## src/rtl/vc_skid_reg.sv

```systemverilog
// vc_skid_reg: two-entry val/rdy pipeline register with a skid slot, fully registered on both sides
module vc_skid_reg #(
    parameter int p_nbits = 32
) (
    input  logic               clk,
    input  logic               reset,
    input  logic               enq_val,
    output logic               enq_rdy,
    input  logic [p_nbits-1:0] enq_msg,
    output logic               deq_val,
    input  logic               deq_rdy,
    output logic [p_nbits-1:0] deq_msg,
    output logic [1:0]         count
);
    typedef enum logic [1:0] {
        EMPTY = 2'd0,
        ONE   = 2'd1,
        FULL  = 2'd2
    } state_t;

    state_t             state_q, state_d;
    logic [p_nbits-1:0] main_q, main_d;
    logic [p_nbits-1:0] skid_q, skid_d;
    logic               enq_go, deq_go;

    // Outputs depend only on state and reset, so no input reaches an output combinationally.
    assign enq_rdy = !reset && (state_q != FULL);
    assign deq_val = (state_q != EMPTY);
    assign deq_msg = main_q;
    assign count   = state_q;
    assign enq_go  = enq_val && enq_rdy;
    assign deq_go  = deq_val && deq_rdy;

    // Next state and data movement; main always holds the oldest message, skid the younger one.
    always_comb begin
        state_d = state_q;
        main_d  = main_q;
        skid_d  = skid_q;
        case (state_q)
            EMPTY: begin
                if (enq_go) begin
                    main_d  = enq_msg;
                    state_d = ONE;
                end
            end
            ONE: begin
                if (enq_go && deq_go) begin
                    main_d = enq_msg;
                end else if (enq_go) begin
                    skid_d  = enq_msg;
                    state_d = FULL;
                end else if (deq_go) begin
                    state_d = EMPTY;
                end
            end
            FULL: begin
                if (deq_go) begin
                    main_d  = skid_q;
                    state_d = ONE;
                end
            end
            default: state_d = EMPTY;
        endcase
    end

    // State register; reset discards any held messages.
    always_ff @(posedge clk) begin
        if (reset) state_q <= EMPTY;
        else       state_q <= state_d;
    end

    // Data registers carry no reset; their contents are ignored while the state says empty.
    always_ff @(posedge clk) begin
        main_q <= main_d;
        skid_q <= skid_d;
    end

`ifndef SYNTHESIS
    // Handshake inputs must be known outside reset and the spare state encoding must never appear.
    always_ff @(posedge clk) begin
        if (!reset) begin
            assert (!$isunknown(enq_val)) else $error("vc_skid_reg: enq_val is X");
            assert (!$isunknown(deq_rdy)) else $error("vc_skid_reg: deq_rdy is X");
        end
        assert (state_q != 2'd3) else $error("vc_skid_reg: illegal state encoding");
    end
`endif
endmodule

```

## config.mk

```make
export PLATFORM = sky130hd
export DESIGN_NAME = vc_skid_reg
export DESIGN_NICKNAME = d
export VERILOG_FILES = /design/src/rtl/vc_skid_reg.sv
export SDC_FILE = /design/constraint.sdc
export NUM_CORES = 1
export LEC_CHECK = 0
export BUFFER_PORTS_ARGS = -buffer_cell sky130_fd_sc_hd__buf_4
export CAP_MARGIN = 5
export CORE_UTILIZATION = 51
export DETAILED_ROUTE_END_ITERATION = 7
export GPL_TIMING_DRIVEN = 1
export PLACE_DENSITY = 0.86
export SKIP_LAST_GASP = 1
export SYNTH_ARGS = -nofsm -noshare
export SYNTH_HDL_FRONTEND = slang
export SYNTH_SLANG_ARGS = --single-unit
export TNS_END_PERCENT = 1
```

## constraint.sdc

```tcl
create_clock -name clk -period 3.98 [get_ports clk]
set_input_delay 0 -clock clk [delete_from_list [all_inputs] [get_ports clk]]
set_output_delay 0 -clock clk [all_outputs]
set_load 0.02 [all_outputs]
```

* Word level (Yosys, flattened, before mapping)
Index checks and enable logic that the tools add are counted.
Storage, ports and cells: flip-flop bits (word level) 66, output and inout bits 36, logic and storage cells 33, input port bits 36
Operators by class: equality and inequality tests 8, reductions and logical operators 11, mux-type cells 10, bitwise gates (word level) 1
Operators with widths (number):
- 2-to-1 mux 32 bit | 3
- one-hot mux 32 bit (3 select lines) | 1
- 2-to-1 mux 2 bit | 5
- inequality test 2 bit (second input constant) | 5
- AND reduction 4 bit | 2
- one-hot mux 2 bit (3 select lines) | 1
- logical AND 1 bit | 4
- inequality test 3 bit (second input constant) | 1
- AND reduction 3 bit | 1
- nonzero test 3 bit | 1
- == test 2 x 1 -> 1 bit (second input constant) | 1
- == test 2 bit (second input constant) | 1
- zero test 2 bit | 1
- nonzero test 2 bit | 1
- zero test 1 bit | 1
- NOT 1 bit | 1

* Longest topological paths before layout
depth in word-level cells 6, mapped depth 5, gate-level depth less buffers 3

* Least setup slack after synthesis
No wires, ideal clock.
path type reg-to-reg, from register state_q[1], in the netlist count[1], to register main_q[0], in the netlist deq_msg[0], enable pin, buffers on the path 0, data required time 3.514 ns, library setup time 0.466 ns, period minus slack after synthesis 3.503 ns, setup slack 0.477 ns, data arrival time 3.038 ns, cell stages (with the launch flop) 4, cells stage by stage dfxtp_1 > nor3b_1 > nor2_1 > o21ai_0
Between the ends: word-level cells in the longest chain between the ends 6, elaborated cells on any way between the ends 14, classes of those cells eq/ne: 6; reduce/logical: 8
Ends and longest elaborated chain:
- start: declaration | line 21 | state_t state_q, state_d;
- start signal: assignment | line 69 | else state_q <= state_d;
- inequality test 2 bit | line 27 | assign enq_rdy = !reset && (state_q != FULL);
- logical AND 1 bit | line 27
- logical AND 1 bit | line 31 | assign enq_go = enq_val && enq_rdy;
- logical AND 1 bit | line 47 | if (enq_go && deq_go) begin
- inequality test 2 bit (no line)
- AND reduction 4 bit (no line) *
- end signal: assignment | line 74 | main_q <= main_d;
- end: declaration | line 22 | logic [p_nbits-1:0] main_q, main_d;
Mark *: on every way between the ends. The rest lies on a longest branch, timed or not. A chain may end at the register's enable or synchronous reset.

* Final worst setup path
from register state_q[1], in the netlist count[1], to register main_q[31], in the netlist deq_msg[31] (data pin)
Between the ends: word-level cells in the longest chain between the ends 2, elaborated cells on any way between the ends 4, classes of those cells eq/ne: 2; mux: 1; reduce/logical: 1
Ends and longest elaborated chain:
- == test 2 bit (tied with other cells) | line 39 | case (state_q)
- one-hot mux 32 bit (3 select lines) * | line 39
- via main_d[31] | line 22
The timed path passes the listed nets; every way through them passes the cells marked *.

==> results_dict.tcl <==
set metrics [dict create \
    seqCellArea_sq_mm 0.001962 \
    cts_tree "yes" \
    hold_buffers 35 \
    fin_crit_ps 2144 \
    globalRoute.busiestLayer "met2" \
    vias 1463 \
    syn_nets 154 \
    routed_via_density 4.828 \
    grt_use_met3_pct 3.704 \
    dp_hpwl_mm 2.809 \
    postCtsSetupBuffers 0 \
    drc 0 \
    gp_congestion 0.6988 \
    routedWlPerCell_microns 15.47 \
    cts-root-buf "clkbuf_8" \
    cts_buffers 9 \
    fin_hold_ws_ps 190.2 \
    port_buffers 71 \
    powerDensity_mw_per_mm2 393.3 \
    slew_headroom_pct 16.69 \
    drt-initial-drc-count 109 \
    area_growth_pct 41.21 \
    ys_warn_count 0 \
    design_area_sq_mm 0.003670 \
    grt_pass1_wl_mm 7.148 \
    htreeDepth 3 \
    path_clk_slew_ps 60 \
    hold_viol 0 \
    ys_types 19 \
    multi_input_area_sq_um 581.8 \
    holdCritPathClass "in -> reg" \
    worstSetupStartpointType "flop" \
    crit_type "reg -> reg" \
    ys_ff_latch 66 \
    syn_inst 118 \
    cts.path.max_buffers 2 \
    grt_max_degree 35 \
    max_freq_ghz 0.4664 \
    setup_viol 0 \
    clock_skew_ps 6.616 \
    io_pins 72 \
    track_usage_pct 18.98 \
    grtUsageMet2_pct 31.58 \
    die-area_sq_mm 0.005385 \
    clk_latency_ps 320 \
    arrival_ps 2220 \
    drt_wl_total_mm 4.688 \
    die_y_microns 73.39 \
    outcome "completed" \
    cts_num_sinks 66 \
    fin_util_pct 76.18 \
    grt_pass1_vias 1444 \
    power_leakage_uw 0.001433 \
    cp_max_fo 34 \
    rows 25 \
    use_met1_pct 23.27 \
    start_util_pct 53.95 \
    dr.pass1.iters 4 \
    overflow 0 \
    tightestPinTransition_ps 1247 \
    drv_slew 0 \
    drive_gt1_share_pct 51.69 \
    chipWidth_microns 73.39 \
    syn_area_sq_mm 0.002599 \
    nNetsFinal 268 \
    nFillCells 305 \
    rsz0062_at_grt "no" \
    maxCapViolCount 0 \
    ys_seq_area_share_pct 75.49 \
    syn_area_per_cell_sq_um 22.02 \
    core_sq_mm 0.004817 \
    cts_resized 0 \
    antennaDiodeCount 0 \
    setup_tns_ps 0 \
    placed_cell_area_sq_mm 0.003168 \
    postRouteAntennaNets 0 \
    cp.required_ps 4050 \
    critPathCaptureType "flop" \
    ir_worst_vdd_v 0.0002970 \
    post-route-period-util_pct 53.87 \
    antenna_found_initial 0 \
]
## stage by stage
step | setup WS, ps | total power [uW] | cells
floorplan | 476.6 | 908.3 | 118
global placement | 1917 | 978.2 | 253
finish | 1836 | 1443 | 303
detailed placement | 1828 | 984.7 | 253
global route | 1702 | 1494 | 303
CTS | 1805 | 1458 | 303
## registers in the layout, summed over array words and instances (netlist names)
| name | flops |
|---|---|
| deq_msg | 32 |
| skid_q | 32 |
| count | 2 |
## path summary, 6_finish.rpt
check | startpoint | to | slack, ps | cells past startpoint
max | count[1]$_SDFFE_PP0P_ | deq_msg[31]$_DFFE_PP_ | 1840 | 2
min | enq_val | count[1]$_SDFFE_PP0P_ | 190 | 4
max reg2reg | count[1]$_SDFFE_PP0P_ | deq_msg[31]$_DFFE_PP_ | 1840 | 2
min reg2reg | skid_q[13]$_DFFE_PP_ | deq_msg[13]$_DFFE_PP_ | 550 | 1
## where the power goes
group          switching (uW)  total [uW]  internal [uW]
clock                     227         445            218
combinational            83.6         189            105
sequential               10.6         809            799
## per-layer routing
layer  share of wire (%)  vias to the layer above
met5                   0                        -
met4                 2.4                        0
met3                 3.2                       10
met2                  51                       51
met1                  43                      713
li1                    -                      689
## cell usage in the layout (no fill, tap or decap)
cell type	Yosys	final
o21bai_1	1	1
dlygate4sd3_1	0	35
clkbuf_1	0	2
dfxtp_1	2	2
mux2_2	4	4
nor2b_4	0	1
clkinv_2	0	4
nor4b_1	1	1
clkbuf_8	0	9
and3b_1	1	1
nand2_1	1	1
and2_2	1	1
and2b_2	1	1
a21oi_1	3	3
nor3b_1	1	1
mux2_4	28	28
or2_2	1	1
o21ai_4	0	1
nor2_1	2	2
buf_4	0	72
edfxtp_1	64	64
nor3_1	1	1
## worst max-delay path: stages, from the launching register on
cell and delay, ps:
dfxtp_1 420, nor2b_4 1030, mux2_2 430
## cell families after synthesis
kind of cell	synth area share, %
AND/OR/NAND/NOR	2.793
multiplexers	17.91
buffers and inverters	2.744
flip-flops	75.49
AO/OA/AOI/OAI	1.059
## synthesized netlist by cell type
cell type / count / area [sq um]
a21oi_1: 3 / 15.01
and2_2: 1 / 7.510
and2b_2: 1 / 8.760
and3b_1: 1 / 8.760
buf_12: 3 / 60.06
buf_6: 1 / 11.26
dfxtp_1: 2 / 40.04
edfxtp_1: 64 / 1922
mux2_2: 4 / 45.04
mux2_4: 28 / 420.4
nand2_1: 1 / 3.750
nor2_1: 2 / 7.510
nor2b_2: 1 / 8.760
nor3_1: 1 / 5.000
nor3b_1: 1 / 7.510
nor4b_1: 1 / 8.760
o21ai_0: 1 / 5.000
o21bai_1: 1 / 7.510
or2_2: 1 / 6.260
## area by class of cell
type	count	share of cell area [%]
Tap cell	67	2.284
Clock inverter	4	0.5455
Timing Repair Buffer	107	24.28
Sequential cell	66	53.46
Multi-Input combinational cell	48	15.85
Clock buffer	11	3.580
Power figures use the tool's default switching activity.
